### src/rtl/bin2bcd_seq.sv
// bin2bcd_seq: multi-cycle binary-to-BCD converter using shift-and-add-3
// (double dabble), with start/busy/done handshake, sign flag and sticky overflow.
module bin2bcd_seq #(
  parameter int W      = 10,
  parameter int DIGITS = 3,
  parameter int SIGNED = 1
) (
  input  logic                clk,
  input  logic                reset_n,
  input  logic                start,
  input  logic [W-1:0]        bin,
  output logic                busy,
  output logic                done,
  output logic                neg,
  output logic                ovf,
  output logic [4*DIGITS-1:0] bcd
);

  localparam int BW = 4 * DIGITS;
  localparam int CW = $clog2(W + 1);

  localparam logic [0:0]    S_IDLE    = 1'b0;
  localparam logic [0:0]    S_SHIFT   = 1'b1;
  localparam logic [CW-1:0] LAST_ITER = CW'(W - 1);
  localparam logic [CW-1:0] CNT_ONE   = CW'(1);
  localparam logic [W-1:0]  ONE_W     = W'(1);

  logic [0:0]    state_q,   state_d;
  logic [W-1:0]  mag_q,     mag_d;
  logic [BW-1:0] scratch_q, scratch_d;
  logic          sign_q,    sign_d;
  logic          sticky_q,  sticky_d;
  logic [CW-1:0] cnt_q,     cnt_d;
  logic [BW-1:0] bcd_q,     bcd_d;
  logic          neg_q,     neg_d;
  logic          ovf_q,     ovf_d;
  logic          done_q,    done_d;

  logic [BW-1:0] adjusted;
  logic [BW-1:0] shifted;
  logic          carry_out;

  // Add-3 correction: any digit of 5..9 would reach 10+ once doubled.
  always_comb begin
    adjusted = scratch_q;
    for (int i = 0; i < DIGITS; i++) begin
      if (scratch_q[4*i +: 4] >= 4'd5) begin
        adjusted[4*i +: 4] = scratch_q[4*i +: 4] + 4'd3;
      end
    end
  end

  assign shifted   = {adjusted[BW-2:0], mag_q[W-1]};
  assign carry_out = adjusted[BW-1];

  always_comb begin
    // NOTE: every signal written here gets a default first; a path that skips
    // an assignment would otherwise infer a latch.
    state_d   = state_q;
    mag_d     = mag_q;
    scratch_d = scratch_q;
    sign_d    = sign_q;
    sticky_d  = sticky_q;
    cnt_d     = cnt_q;
    bcd_d     = bcd_q;
    neg_d     = neg_q;
    ovf_d     = ovf_q;
    done_d    = 1'b0;

    case (state_q)
      S_IDLE: begin
        if (start) begin
          if ((SIGNED != 0) && bin[W-1]) begin
            mag_d = ~bin + ONE_W;
          end else begin
            mag_d = bin;
          end
          sign_d    = (SIGNED != 0) && bin[W-1];
          scratch_d = '0;
          sticky_d  = 1'b0;
          cnt_d     = '0;
          state_d   = S_SHIFT;
        end
      end
      S_SHIFT: begin
        scratch_d = shifted;
        mag_d     = {mag_q[W-2:0], 1'b0};
        sticky_d  = sticky_q | carry_out;
        cnt_d     = cnt_q + CNT_ONE;
        if (cnt_q == LAST_ITER) begin
          bcd_d   = shifted;
          ovf_d   = sticky_q | carry_out;
          neg_d   = sign_q;
          done_d  = 1'b1;
          state_d = S_IDLE;
        end
      end
      default: state_d = S_IDLE;
    endcase
  end

  // NOTE: sequential state uses non-blocking assignments only, and every
  // register (scratch digits included) is reset so an aborted conversion
  // leaves nothing behind.
  always_ff @(posedge clk or negedge reset_n) begin
    if (!reset_n) begin
      state_q   <= S_IDLE;
      mag_q     <= '0;
      scratch_q <= '0;
      sign_q    <= 1'b0;
      sticky_q  <= 1'b0;
      cnt_q     <= '0;
      bcd_q     <= '0;
      neg_q     <= 1'b0;
      ovf_q     <= 1'b0;
      done_q    <= 1'b0;
    end else begin
      state_q   <= state_d;
      mag_q     <= mag_d;
      scratch_q <= scratch_d;
      sign_q    <= sign_d;
      sticky_q  <= sticky_d;
      cnt_q     <= cnt_d;
      bcd_q     <= bcd_d;
      neg_q     <= neg_d;
      ovf_q     <= ovf_d;
      done_q    <= done_d;
    end
  end

  assign busy = (state_q == S_SHIFT);
  assign done = done_q;
  assign neg  = neg_q;
  assign ovf  = ovf_q;
  assign bcd  = bcd_q;

endmodule
### config.mk
export PLATFORM = sky130hd
export DESIGN_NAME = bin2bcd_seq
export DESIGN_NICKNAME = d
export VERILOG_FILES = /design/src/rtl/bin2bcd_seq.sv
export SDC_FILE = /design/constraint.sdc
export NUM_CORES = 1
export LEC_CHECK = 0
export ABC_AREA = 1
export BUFFER_PORTS_ARGS = -buffer_cell sky130_fd_sc_hd__buf_2
export CAP_MARGIN = 20
export CORE_ASPECT_RATIO = 0.75
export CORE_MARGIN = 5
export CORE_UTILIZATION = 57
export CTS_CLUSTER_DIAMETER = 30
export DETAILED_ROUTE_END_ITERATION = 16
export PLACE_DENSITY = 0.8
export SLEW_MARGIN = 20
export SYNTH_ARGS = -nofsm -noshare
export SYNTH_HDL_FRONTEND = slang
export SYNTH_SLANG_ARGS = --single-unit
### constraint.sdc
create_clock -name clk -period 1.75 [get_ports clk]
set_input_delay 0.0875 -clock clk [delete_from_list [all_inputs] [get_ports clk]]
set_output_delay 0.0875 -clock clk [all_outputs]
set_load 0.005 [all_outputs]
Word level (Yosys, flattened, before mapping):

Index checks and enable logic that the tools add are counted.

* register bits after elaboration: 44
* input port bits: 13
* output and inout port bits: 16
* logic and storage cells: 42

* add/sub/neg operators: 5
* order comparisons: 3
* equality and inequality tests: 2
* muxes and demuxes: 17
* bitwise gates (word level): 3
* reduce and logical (&&, ||, !) cells: 2

Operators with widths (number)
* $pmux W12 S2: 1
* $mux W10: 2
* $pmux W10 S2: 1
* $mux W4: 4
* $add A4 B2 Y4 const B: 3
* $ge A4 B3 Y1 const B: 3
* $mux W12: 1
* $add A10 B1 Y10 const B: 1
* $not A10 Y10: 1
* $pmux W4 S2: 1
* $mux W1: 5
* $add A4 B1 Y4 const B: 1
* $eq A4 B4 Y1 const B: 1
* $pmux W1 S2: 2
* $reduce_and A2 Y1: 2
* $ne A2 B2 Y1 const B: 1
* $not A1 Y1: 1
* $or A1 B1 Y1: 1

Logic depth before layout (Yosys ltp):

Gate-level depths: netlist of run 1.

* depth in word-level cells: 5
* mapped depth: 9

Worst setup path after synthesis of run 1:

No wires, ideal clock.

* kind: register -> register
* start point: reg scratch_q[8]
* end point: reg scratch_q[10]
* data arrival time: 1127 ps
* data required time: 1633 ps
* slack: 506 ps
* stages on the path, launching flop included: 9
* clock period less this slack: 1244 ps
* cells stage by stage: dfrtp_1 > inv_1 > ha_1 > inv_1 > nor2_1 > o21ai_0 > nand2_1 > nand3_1 > nand2_1

* word-level cells in the longest chain between the ends: 3
* elaborated cells between the ends (all ways): 4

Ends and longest elaborated chain
* start: declaration: RTL line 30 `logic [BW-1:0] scratch_q, scratch_d;`
* start signal: assignment: RTL line 120 `scratch_q <= scratch_d;`
* $add A4 B2 Y4 / $ge A4 B3 Y1 (equally long branches): RTL line 48, 47
* $mux W4 (*): RTL line 47 `if (scratch_q[4*i +: 4] >= 4'd5) begin`
* $pmux W12 S2 (*): RTL line 70 `case (state_q)`

Mark *: on every way between the ends. The rest lies on a longest branch, timed or not.
A chain may end at the register's enable or synchronous reset.

Worst setup path after layout of run 1:

* start point: reg scratch_q[8]
* end point: reg bcd_q[10], in the netlist bcd[10]

* word-level cells in the longest chain between the ends: 2
* elaborated cells between the ends (all ways): 3

Ends and longest elaborated chain
* $add A4 B2 Y4 / $ge A4 B3 Y1 (equally long branches): RTL line 48, 47
* $mux W4 (*): RTL line 47
* end signal: assignment: RTL line 113 `bcd_q <= '0;`
* end signal: assignment: RTL line 124 `bcd_q <= bcd_d;`
* end: declaration: RTL line 34 `logic [BW-1:0] bcd_q, bcd_d;`

Marks and branches as above.

==> Flow_metrics.wiki, run 1 <==
{| class="wikitable"
! Metric !! Value
|-
| Proportion of layout cells with a drive suffix above 1 || 14.4%
|-
| Total wire length after detailed routing || 4590 um
|-
| Post-layout min period || 1.45 ns
|-
| Slew HR || 64.5%
|-
| Antenna cell count || 0
|-
| Number of clock sinks seen by CTS || 44
|-
| Worst min-delay path class || in -> reg
|-
| Startpoint of the worst-slack reg-to-reg timing path || scratch_q[8]
|-
| Synth warn || 0
|-
| Count of hold-fix buffers inserted at cts || 1
|-
| Count of port buffers added during placement || 28
|-
| Worst setup skew after layout || 0.00297 ns
|-
| Ratio of routed vias to standard cells || 5.28
|-
| Areal power density over the cells || 1680 nW/um2
|-
| Number of H-tree levels || 2
|-
| Buffer depth of the longest clock path || 2
|-
| Number of DRC violations after detailed-routing iteration 0 || 154
|-
| Core ar. || 3760 um2
|-
| Hold-critical path endpoint || mag_q[1]
|-
| Post-synthesis sequential area ratio || 48.5%
|-
| Total CTS buffers || 5
|-
| Worst-Skew Late Latency || 0.30 ns
|-
| Slack of the worst reg-to-reg path || 0.30 ns
|-
| Net count after synthesis || 300
|-
| Reported leakage power || 1.36 nW
|-
| CTS Root Cell || sky130_fd_sc_hd__clkbuf_8
|-
| Number of antenna-violating nets in the routed design || 0
|-
| Vias || 1,922
|-
| IR drop worst, VDD || 1.11 mV
|-
| Run status || finished, final reports clean
|-
| Resized cells post-CTS || 0
|-
| Initial antenna violation count || 0
|-
| Pin count of the biggest net entering global routing || 45
|-
| Post-synthesis cell type with the largest combined area || sky130_fd_sc_hd__dfrtp_1
|-
| Weighted congestion reported at the end of routability-driven placement || 0.906
|-
| Chip width || 82.9 um
|-
| WL/cell || 12.6 um
|-
| Max Transition Viols Final || 0
|-
| Number of synthesized register bits || 44
|-
| Max Clock Freq || 0.690 GHz
|-
| Setup repair after global routing missed its margin || no
|-
| Via count of the first global-routing pass || 1,730
|-
| Starting density of the core || 60.5%
|-
| Pre-CTS worst setup slack || 0.321 ns
|-
| Required time at the worst-slack endpoint || 1.94 ns
|-
| Number of buffers added for setup after CTS || 0
|-
| Total Power Consumption || 0.00429 W
|-
| Number of optimization iterations in the first detailed-route pass || 5
|-
| Data arrival, critical path || 1.64 ns
|-
| Accumulated negative setup slack || 0 ns
|-
| Post-synthesis area per instance || 8.17 um2
|-
| Worst Setup Path Type || reg -> reg
|-
| Post-synth design cell area || 2270 um2
|-
| I/O pin total || 29
|-
| Worst Slack Setup Final || 0.302 ns
|-
| Largest fanout of any net on the critical path || 5
|-
| Clock tree from TritonCTS || built
|-
| Count of final hold-check violations || 0
|-
| Worst min-delay path startpoint || bin[1]
|-
| Actual transition at the worst max-transition pin || 0.533 ns
|-
| Total track usage || 17.9%
|-
| Synth area leaders || sky130_fd_sc_hd__dfrtp_1 (48%), sky130_fd_sc_hd__nand2_1 (15%), sky130_fd_sc_hd__nand3_1 (7.0%)
|-
| Layout overhead on the synthesized area || 12.4%
|-
| Die height || 64.7 um
|-
| Number of instances in the synthesized netlist || 278
|-
| Layout net count || 333
|-
| HPWL after DPL || 3320 um
|-
| Number of remaining DRC errors || 0
|-
| Clock-pin slew reported for the worst setup and hold paths after clock tree synthesis || 0.08 ns
|-
| Startpoint Class || register
|-
| R2R cell count || 8
|-
| Number of endpoints failing setup at the final stage || 0
|-
| Nature of the critical path endpoint || register
|-
| Final period utilization || 82.8%
|-
| Gr ovfl total || 0
|-
| Number of unique standard cell types used by synthesis || 23
|-
| Total die area || 5360 um2
|-
| Max Cap Violations || 0
|-
| Reg-to-reg endpoint || bcd[10]
|-
| Worst hold path depth || 3
|-
| Share of the synthesized area in the top cell type || 48.5%
|-
| Std-Cell Rows || 19
|-
| Global-route wire length before repair || 7810 um
|}
## worst max path at each step
stage                          endpoint         start  slack (ns)  cells past startpoint
after floorplan           scratch_q[10]  scratch_q[8]        0.51                      8
after global placement     scratch_q[1]  scratch_q[0]        0.33                      9
after detailed placement   scratch_q[9]  scratch_q[8]        0.32                      8
after CTS                  scratch_q[9]  scratch_q[8]        0.31                      8
after global routing            bcd[10]  scratch_q[8]        0.06                      8
final                           bcd[10]  scratch_q[8]        0.30                      8
## cell usage after synthesis
cell type / count
sky130_fd_sc_hd__nor2_1: 13
sky130_fd_sc_hd__xor2_1: 1
sky130_fd_sc_hd__o31ai_1: 1
sky130_fd_sc_hd__o21ai_0: 22
sky130_fd_sc_hd__ha_1: 9
sky130_fd_sc_hd__inv_4: 2
sky130_fd_sc_hd__o22ai_1: 4
sky130_fd_sc_hd__a31oi_1: 1
sky130_fd_sc_hd__a22oi_1: 9
sky130_fd_sc_hd__nand4_4: 1
sky130_fd_sc_hd__nand2_1: 91
sky130_fd_sc_hd__inv_1: 28
sky130_fd_sc_hd__a21oi_1: 6
sky130_fd_sc_hd__o211ai_1: 2
sky130_fd_sc_hd__nand2_4: 1
sky130_fd_sc_hd__inv_2: 1
sky130_fd_sc_hd__a22oi_2: 1
sky130_fd_sc_hd__nor2_4: 1
sky130_fd_sc_hd__nand3_1: 32
sky130_fd_sc_hd__buf_2: 4
sky130_fd_sc_hd__dfrtp_1: 44
sky130_fd_sc_hd__nand4_1: 1
sky130_fd_sc_hd__buf_6: 3
## metrics by stage
| step | cells | hold WS [ns] | instance area (um2) | util, % |
|---|---|---|---|---|
| 6_report | 364 | 0.0769 | 2550 | 68.0 |
| 5_1_grt | 364 | 0.0872 | 2550 | 68.0 |
| 4_1_cts | 364 | 0.0691 | 2550 | 68.0 |
| 3_5_place_dp | 355 | 0.193 | 2450 | 65.3 |
| 3_3_place_gp | 355 | 0.191 | 2450 | 65.3 |
| 2_1_floorplan | 278 | -0.208 | 2270 | - |
## logic make-up (layout without fill, tap and decap cells)
logic type,Yosys count,after routing,synth area share (%)
buffers and inverters,38,72,7.71
adder cells (fa/ha/maj),9,9,4.96
AO/OA/AOI/OAI,46,46,12.1
AND/OR/NAND/NOR,140,140,26.4
XOR/XNOR,1,1,0.386
flip-flops,44,44,48.5
## power by group
| part | switching, W | total, W | leakage (nW) | internal (W) |
|---|---|---|---|---|
| Sequential | 0.000350 | 0.00182 | 0.546 | 0.00147 |
| Clock | 0.000329 | 0.000651 | 0.0455 | 0.000322 |
| Combinational | 0.00110 | 0.00182 | 0.772 | 0.000716 |
| Total | 0.00178 | 0.00429 | 1.36 | 0.00251 |
## cell usage in the layout (no fill, tap or decap), types with 2 or more instances in the layout
cell type | netlist | routed
sky130_fd_sc_hd__a21oi_1 | 6 | 6
sky130_fd_sc_hd__a22oi_1 | 9 | 9
sky130_fd_sc_hd__buf_2 | 4 | 28
sky130_fd_sc_hd__buf_4 | 0 | 4
sky130_fd_sc_hd__clkbuf_1 | 0 | 2
sky130_fd_sc_hd__clkbuf_8 | 0 | 6
sky130_fd_sc_hd__dfrtp_1 | 44 | 44
sky130_fd_sc_hd__ha_1 | 9 | 9
sky130_fd_sc_hd__inv_1 | 28 | 28
sky130_fd_sc_hd__inv_4 | 2 | 2
sky130_fd_sc_hd__nand2_1 | 91 | 91
sky130_fd_sc_hd__nand3_1 | 32 | 32
sky130_fd_sc_hd__nor2_1 | 13 | 13
sky130_fd_sc_hd__o211ai_1 | 2 | 2
sky130_fd_sc_hd__o21ai_0 | 22 | 22
sky130_fd_sc_hd__o22ai_1 | 4 | 4
## state kept, by name (all words and copies together), names as in the netlist
name / flops
sticky_q: 1
done: 1
neg: 1
bcd: 12
busy: 1
ovf: 1
mag_q: 10
sign_q: 1
scratch_q: 12
cnt_q: 4
## area by class of cell
type	count	area (um2)
fillers	327	1200
clock buffers	8	90.1
well taps	52	65.1
repair buffers	33	180
flip-flops and latches	44	1100
multi-input cells	196	996
inverters	31	121
## worst max-delay path: stages (launching register included)
cell	delay (ns)
sky130_fd_sc_hd__dfrtp_1	0.42
sky130_fd_sc_hd__inv_1	0.09
sky130_fd_sc_hd__ha_1	0.20
sky130_fd_sc_hd__inv_1	0.09
sky130_fd_sc_hd__nor2_1	0.05
sky130_fd_sc_hd__o21ai_0	0.22
sky130_fd_sc_hd__nand2_1	0.12
sky130_fd_sc_hd__nand3_1	0.10
sky130_fd_sc_hd__nand2_1	0.05
## per-layer routing
metal  GRT usage [%]  part of all wire [%]  vias to the layer above
met1            25.1                    50                      893
met5               0                     0                        -
met2            26.7                    44                       42
li1                -                     -                      979
met4            7.35                   1.4                        0
met3            4.68                   4.4                        8
Power figures use the tool's default switching activity.
==> inputs of run 2 (changes only) <==
--- a/config.mk
+++ b/config.mk
@@ -5,15 +5,15 @@
 export SDC_FILE = /design/constraint.sdc
 export NUM_CORES = 1
 export LEC_CHECK = 0
-export ABC_AREA = 1
+export ABC_AREA = 0
 export BUFFER_PORTS_ARGS = -buffer_cell sky130_fd_sc_hd__buf_2
 export CAP_MARGIN = 20
 export CORE_ASPECT_RATIO = 0.75
 export CORE_MARGIN = 5
-export CORE_UTILIZATION = 57
+export CORE_UTILIZATION = 51
 export CTS_CLUSTER_DIAMETER = 30
 export DETAILED_ROUTE_END_ITERATION = 16
-export PLACE_DENSITY = 0.8
+export PLACE_DENSITY = 0.76
 export SLEW_MARGIN = 20
 export SYNTH_ARGS = -nofsm -noshare
 export SYNTH_HDL_FRONTEND = slang
==> constraint.sdc (replaced) <==
create_clock -name clk -period 1.3 [get_ports clk]
set_input_delay 0.065 -clock clk [delete_from_list [all_inputs] [get_ports clk]]
set_output_delay 0.065 -clock clk [all_outputs]
set_load 0.005 [all_outputs]
==> run 2 against run 1 <==
Compared with the run above:
- the run now ends with negative setup slack left
- non-clock buffer count grew 41
- sequential power grew 37%
- clock skew is 0.0073 ns higher
- final cell count shrank 3.6%
- via count is 1.5% higher
- critical path type unchanged
- critical endpoint is now scratch_q[6]
- largest cell class is now multi-input gates
==> Flow_metrics.wiki, run 2 <==
{| class="wikitable"
! Metric !! Value
|-
| Post-synthesis cell type with the largest combined area || sky130_fd_sc_hd__dfrtp_1
|-
| Most common cell after layout, fill and taps aside || sky130_fd_sc_hd__dfrtp_1
|-
| Buffer depth of the longest clock path || 2
|-
| Via count of the first global-routing pass || 1,922
|-
| Largest fanout of any net on the critical path || 4
|-
| Post-synth top cells || sky130_fd_sc_hd__dfrtp_1 (44), sky130_fd_sc_hd__nand2_1 (35), sky130_fd_sc_hd__o21ai_0 (24), sky130_fd_sc_hd__mux2i_1 (15), sky130_fd_sc_hd__a21oi_1 (14)
|-
| Worst Setup Path Type || reg -> reg
|-
| Core ar. || 4150 um2
|-
| Pre-CTS worst setup slack || -0.241 ns
|-
| Die height || 67.5 um
|-
| I/O pin total || 29
|-
| Accumulated negative setup slack || -1.69 ns
|-
| EDFF count, synth || 0
|-
| Main flop type after synthesis || sky130_fd_sc_hd__dfrtp_1
|-
| Layout net count || 317
|-
| Weighted congestion reported at the end of routability-driven placement || 0.736
|-
| CTS Root Cell || sky130_fd_sc_hd__clkbuf_8
|-
| Violations in the final reports || negative setup slack
|-
| Internal power consumption || 0.00479 W
|-
| Ratio of routed vias to standard cells || 5.56
|-
| Post-layout min period || 1.45 ns
|-
| Combinational Power Share || 54.3%
|-
| Number of H-tree levels || 2
|-
| Number of remaining DRC errors || 0
|-
| Startpoint Class || register
|-
| Number of antenna-violating nets in the routed design || 0
|-
| Proportion of layout cells with a drive suffix above 1 || 45.9%
|-
| Number of clock sinks seen by CTS || 44
|-
| Pin count of the biggest net entering global routing || 45
|-
| Share of the synthesized area in the top cell type || 49.0%
|-
| Data arrival, critical path || 1.69 ns
|-
| Worst setup path startpoint || scratch_q[4]
|-
| Fraction of registers with async set or reset after synthesis || 100%
|-
| Final period utilization || 112%
|-
| Actual transition at the worst max-transition pin || 0.379 ns
|-
| Number of DRC violations after detailed-routing iteration 0 || 128
|-
| Worst Slack Setup Final || -0.152 ns
|-
| Count of port buffers added during placement || 28
|-
| Starting density of the core || 54.1%
|-
| Max Transition Viols Final || 0
|-
| IR drop worst, VDD || 1.22 mV
|-
| Number of synthesized register bits || 44
|-
| Post-synthesis area per instance || 10.0 um2
|-
| Total die area || 5850 um2
|-
| Worst-Skew Late Latency || 0.31 ns
|-
| Reported leakage power || 1.56 nW
|-
| Antenna cell count || 0
|-
| Startpoint of the worst-slack reg-to-reg timing path || scratch_q[4]
|-
| Clock-pin slew reported for the worst setup and hold paths after clock tree synthesis || 0.09 ns
|-
| Slew HR || 74.7%
|-
| Switching Share || 38.4%
|-
| R2R cell count || 5
|-
| Gr ovfl total || 0
|-
| Post-synthesis sequential area ratio || 49.0%
|-
| Post-synth design cell area || 2250 um2
|-
| Required time at the worst-slack endpoint || 1.53 ns
|-
| Worst setup skew after layout || 0.0103 ns
|-
| Net count after synthesis || 246
|-
| Hold slack || 0.0834 ns
|-
| Final core utilization || 77.7%
|-
| Sequential fraction of design power || 32.1%
|-
| Reg-to-reg endpoint || scratch_q[6]
|-
| Total wire length after detailed routing || 5890 um
|-
| Global-route wire length before repair || 8900 um
|-
| Number of unique standard cell types used by synthesis || 33
|-
| Nature of the critical path endpoint || register
|-
| Number of instances in the synthesized netlist || 224
|-
| Max Cap Violations || 0
|-
| Max Clock Freq || 0.689 GHz
|-
| Instance area at placement || 2780 um2
|-
| Slack of the worst reg-to-reg path || -0.15 ns
|-
| Final Instance Area || 3230 um2
|-
| Areal power density over the cells || 2410 nW/um2
|-
| Worst min-delay path class || in -> reg
|-
| Total track usage || 19.6%
|-
| Synth warn || 0
|-
| Number of endpoints failing setup at the final stage || 23
|-
| Setup repair after global routing missed its margin || yes
|-
| Count of final hold-check violations || 0
|-
| Clock tree from TritonCTS || built
|-
| WL/cell || 16.8 um
|-
| Initial antenna violation count || 0
|-
| Std-Cell Rows || 20
|-
| Worst setup endpoint || scratch_q[6]
|-
| Chip width || 86.7 um
|-
| Part of the power in the clock network || 13.6%
|-
| HPWL after DPL || 3500 um
|-
| Commonest cells after routing, fill and taps aside || sky130_fd_sc_hd__dfrtp_1 (44), sky130_fd_sc_hd__buf_4 (36), sky130_fd_sc_hd__buf_2 (28)
|-
| Net switching component of the power || 0.00299 W
|-
| Vias || 1,950
|-
| Total CTS buffers || 5
|-
| Most used standard cell by instance count after synthesis || sky130_fd_sc_hd__dfrtp_1
|-
| Number of optimization iterations in the first detailed-route pass || 5
|-
| Layout overhead on the synthesized area || 43.5%
|-
| # fillers || 250
|-
| Run status || finished with violations
|-
| Synth area leaders || sky130_fd_sc_hd__dfrtp_1 (49%), sky130_fd_sc_hd__mux2i_1 (6.7%), sky130_fd_sc_hd__nand2_1 (5.8%)
|}
## run 2: power by group through the flow
stage / clock, W / sequential (W) / combinational, W
after floorplan: 0 / 0.00238 / 0.00203
after global placement: 0 / 0.00237 / 0.00310
after detailed placement: 0 / 0.00241 / 0.00324
after CTS: 0.00106 / 0.00240 / 0.00361
after global routing: 0.00113 / 0.00257 / 0.00458
final: 0.00106 / 0.00250 / 0.00423
## run 2: how the worst min path moves through the flow
stage / startpoint / endpoint / slack [ns] / cells past startpoint
2_1_floorplan: reset_n / bcd[0] / -0.23 / 0
3_3_place_gp: reset_n / mag_q[0] / 0.06 / 2
3_5_place_dp: reset_n / mag_q[0] / 0.06 / 2
4_1_cts: bin[7] / mag_q[7] / 0.08 / 3
5_1_grt: bin[7] / mag_q[7] / 0.10 / 3
6_report: bin[7] / mag_q[7] / 0.08 / 3
## run 2: cell type report
type	count	area, um2	share of cell area [%]
clock inverters	3	42.5	1.32
well taps	55	68.8	2.13
flip-flops and latches	44	1100	34.1
clock buffers	5	68.8	2.13
inverters	12	45.0	1.40
multi-input cells	158	1340	41.6
repair buffers	74	557	17.3
## run 2: metrics by stage
step / total power [W] / cells
6_report: 0.00778 / 351
5_1_grt: 0.00828 / 351
4_1_cts: 0.00707 / 342
3_5_place_dp: 0.00564 / 330
3_3_place_gp: 0.00547 / 330
2_1_floorplan: 0.00441 / 224
## run 2: cells by family after synthesis
family,count (synthesis),synth area share [%]
muxes,18,8.18
and+or+nand+nor,70,16.1
DFF,44,49.0
adders and majority gates,9,5.01
buffers and inverters,22,3.84
AOI/OAI and AO/OA,50,13.6
xor gates and xnor gates,11,4.28
## run 2: critical path, stage by stage (launching register included)
cell                       delay [ns]
sky130_fd_sc_hd__dfrtp_1         0.43
sky130_fd_sc_hd__ha_2            0.19
sky130_fd_sc_hd__nand2b_4        0.15
sky130_fd_sc_hd__a21oi_4         0.15
sky130_fd_sc_hd__mux2_4          0.33
sky130_fd_sc_hd__mux2i_1         0.14
## run 2: layer usage
metal	wire length [um]	up-vias	share of wire [%]	GRT usage [%]
met1	2690	983	46	25.4
met3	178	8	3.0	3.78
li1	-	923	-	-
met2	2940	36	50	33.7
met5	0	-	0	0
met4	74	0	1.3	5.84
## run 2: repair_timing
action / CTS / global route
buffers inserted: 3 / 6
hold buffers: 1 / 0
gates resized for setup: 21 / 46
endpoints found under the hold margin: 44 / 0
pin swaps: 8 / 13
cloned: 0 / 3
setup endpoints to repair: 17 / 28
==> inputs of run 3 (changes only) <==
--- a/config.mk
+++ b/config.mk
@@ -11,8 +11,10 @@
 export CORE_ASPECT_RATIO = 0.75
 export CORE_MARGIN = 5
 export CORE_UTILIZATION = 51
+export CTS_BUF_LIST = sky130_fd_sc_hd__clkbuf_8 sky130_fd_sc_hd__clkbuf_16
 export CTS_CLUSTER_DIAMETER = 30
 export DETAILED_ROUTE_END_ITERATION = 16
+export GPL_TIMING_DRIVEN = 0
 export PLACE_DENSITY = 0.76
 export SLEW_MARGIN = 20
 export SYNTH_ARGS = -nofsm -noshare
==> constraint.sdc (replaced) <==
create_clock -name clk -period 1.3 [get_ports clk]
set_input_delay 0.195 -clock clk [delete_from_list [all_inputs] [get_ports clk]]
set_output_delay 0.195 -clock clk [all_outputs]
set_load 0.005 [all_outputs]
==> run 3 against run 2 <==
Compared with the run above:
- via count down 4.7%
- critical path depth up 1
- sequential power about the same
- critical endpoint is now bcd[10]
- the flow still finishes with violations (negative setup slack)
- die area unchanged
- wire length down 2.2%
- non-clock buffer count down 16
- clock skew down 0.0027 ns
- critical path type unchanged
==> Flow_metrics.wiki, run 3 (synthesis results as in run 2) <==
{| class="wikitable"
! Metric !! Value
|-
| Pre-CTS worst setup slack || -0.429 ns
|-
| Total die area || 5850 um2
|-
| Commonest cells after routing, fill and taps aside || sky130_fd_sc_hd__dfrtp_1 (42), sky130_fd_sc_hd__nand2_1 (34), sky130_fd_sc_hd__buf_2 (25)
|-
| Via count of the first global-routing pass || 1,837
|-
| Run status || finished with violations
|-
| Layout net count || 301
|-
| Post-layout min period || 1.43 ns
|-
| Cell at the slowest stage of the critical path || sky130_fd_sc_hd__dfrtp_1
|-
| Setup repair after global routing missed its margin || yes
|-
| CTS Root Cell || sky130_fd_sc_hd__clkbuf_8
|-
| Total track usage || 20.0%
|-
| Pin count of the biggest net entering global routing || 45
|-
| Number of remaining DRC errors || 0
|-
| Number of clock sinks seen by CTS || 44
|-
| Number of endpoints failing setup at the final stage || 18
|-
| Proportion of layout cells with a drive suffix above 1 || 39.1%
|-
| Stage delay of the slowest cell on the critical path || 0.39 ns
|-
| Clock tree from TritonCTS || built
|-
| Core ar. || 4150 um2
|-
| Starting density of the core || 54.1%
|-
| Final period utilization || 110%
|-
| Initial antenna violation count || 0
|-
| Critical Path, Cell by Cell || inv_2 -> ha_2 -> nand2b_4 -> a21oi_4 -> mux2i_2 -> mux2_4
|-
| Antenna cell count || 0
|-
| Worst Slack Setup Final || -0.127 ns
|-
| Slack of the worst reg-to-reg path || -0.13 ns
|-
| Die height || 67.5 um
|-
| Worst Setup Path Type || reg -> reg
|-
| Violations in the final reports || negative setup slack
|-
| Required time at the worst-slack endpoint || 1.55 ns
|-
| Max Cap Violations || 0
|-
| Worst min-delay path class || in -> reg
|-
| HPWL after DPL || 3500 um
|-
| Worst setup skew after layout || 0.00764 ns
|-
| Reported leakage power || 1.46 nW
|-
| Largest fanout of any net on the critical path || 3
|-
| Count of buffering cells on the critical path with inverters included || 1
|-
| Total Power Consumption || 0.00750 W
|-
| Slew HR || 61.6%
|-
| Total CTS buffers || 5
|-
| Number of antenna-violating nets in the routed design || 0
|-
| WL/cell || 17.2 um
|-
| Count of port buffers added during placement || 27
|-
| Total wire length after detailed routing || 5760 um
|-
| Number of H-tree levels || 2
|-
| Areal power density over the cells || 2440 nW/um2
|-
| Buffer depth of the longest clock path || 2
|-
| Vias || 1,859
|-
| Std-Cell Rows || 20
|-
| Accumulated negative setup slack || -1.35 ns
|-
| Gr ovfl total || 0
|-
| Weighted congestion reported at the end of routability-driven placement || 0.787
|-
| Number of DRC violations after detailed-routing iteration 0 || 131
|-
| Clock-pin slew reported for the worst setup and hold paths after clock tree synthesis || 0.08 ns
|-
| I/O pin total || 29
|-
| Global-route wire length before repair || 8940 um
|-
| Category of cells accounting for the largest share of critical-path delay || multiplexers
|-
| IR drop worst, VDD || 1.28 mV
|-
| Count of final hold-check violations || 0
|-
| Number of optimization iterations in the first detailed-route pass || 5
|-
| Worst-Skew Late Latency || 0.30 ns
|-
| Startpoint Class || register
|-
| # fillers || 312
|-
| Most common cell after layout, fill and taps aside || sky130_fd_sc_hd__dfrtp_1
|-
| Chip width || 86.7 um
|-
| Actual transition at the worst max-transition pin || 0.576 ns
|-
| Nature of the critical path endpoint || register
|-
| Max Clock Freq || 0.701 GHz
|-
| Data arrival, critical path || 1.67 ns
|-
| Max Transition Viols Final || 0
|-
| Ratio of routed vias to standard cells || 5.57
|-
| Layout overhead on the synthesized area || 37.0%
|}
-- run 3: cell count changes in the layout (fill, tap and decap cells not counted), sizes merged --
cell	change
clkinv	-1
bufinv	+1
clkinvlp	-1
clkbuf	+5
buf	-21
-- run 3: timing repair --
action / CTS / global route
endpoints found under the setup margin: 40 / 29
gates cloned: 1 / 0
gates resized for setup: 35 / 23
setup buffers: 14 / 6
hold buffers: 0 / 1
endpoints found under the hold margin: 0 / 44
pin swaps: 4 / 2
-- run 3: path summary, 6_finish.rpt --
path | from | end | cells after the start
max | scratch_q[9] | bcd[10] | 6
min | bin[0] | mag_q[0] | 3
max reg2reg | scratch_q[9] | bcd[10] | 6
min reg2reg | sign_q | neg | 2
max in group asynchronous | reset_n | busy | 2
min in group asynchronous | reset_n | mag_q[4] | 2
-- run 3: layout make-up --
class                           instances  area, um2  area share (%)
Clock inverter                          2       60.1            1.95
Inverter                               12       62.6            2.03
Tap cell                               55       68.8            2.23
Sequential cell                        44       1100            35.8
Timing Repair Buffer                   49        338            11.0
Clock buffer                            5       68.8            2.23
Multi-Input combinational cell        158       1310            42.4
Buffer                                  9       71.3            2.32
-- run 3: report_power, final --
part / switching, W / total (W) / internal (W)
Combinational: 0.00179 / 0.00376 / 0.00197
Sequential: 0.000557 / 0.00252 / 0.00196
Clock: 0.000466 / 0.00122 / 0.000756
-- run 3: routing by layer --
metal	vias up	share of wire [%]	global-route usage, %
met4	0	1.4	7.39
met5	-	0	0
met2	62	48	32.0
met1	899	45	26.6
met3	11	5.5	4.88
li1	887	-	-
-- run 3: worst min-delay path, delay by kind of cell --
family	cells	cell delay, ns
buffers and inverters	1	0.10
multiplexers	1	0.07
AND/OR/NAND/NOR	1	0.09
-- run 3: metrics by stage --
| step | std cells | area, um2 | utilization [%] | hold slack [ns] |
|---|---|---|---|---|
| after floorplan | 224 | 2380 | - | -0.101 |
| after global placement | 306 | 2580 | 62.2 | 0.415 |
| after detailed placement | 306 | 2580 | 62.2 | 0.415 |
| after CTS | 327 | 2940 | 70.7 | 0.0928 |
| after global routing | 334 | 3080 | 74.1 | 0.215 |
| final | 334 | 3080 | 74.1 | 0.196 |
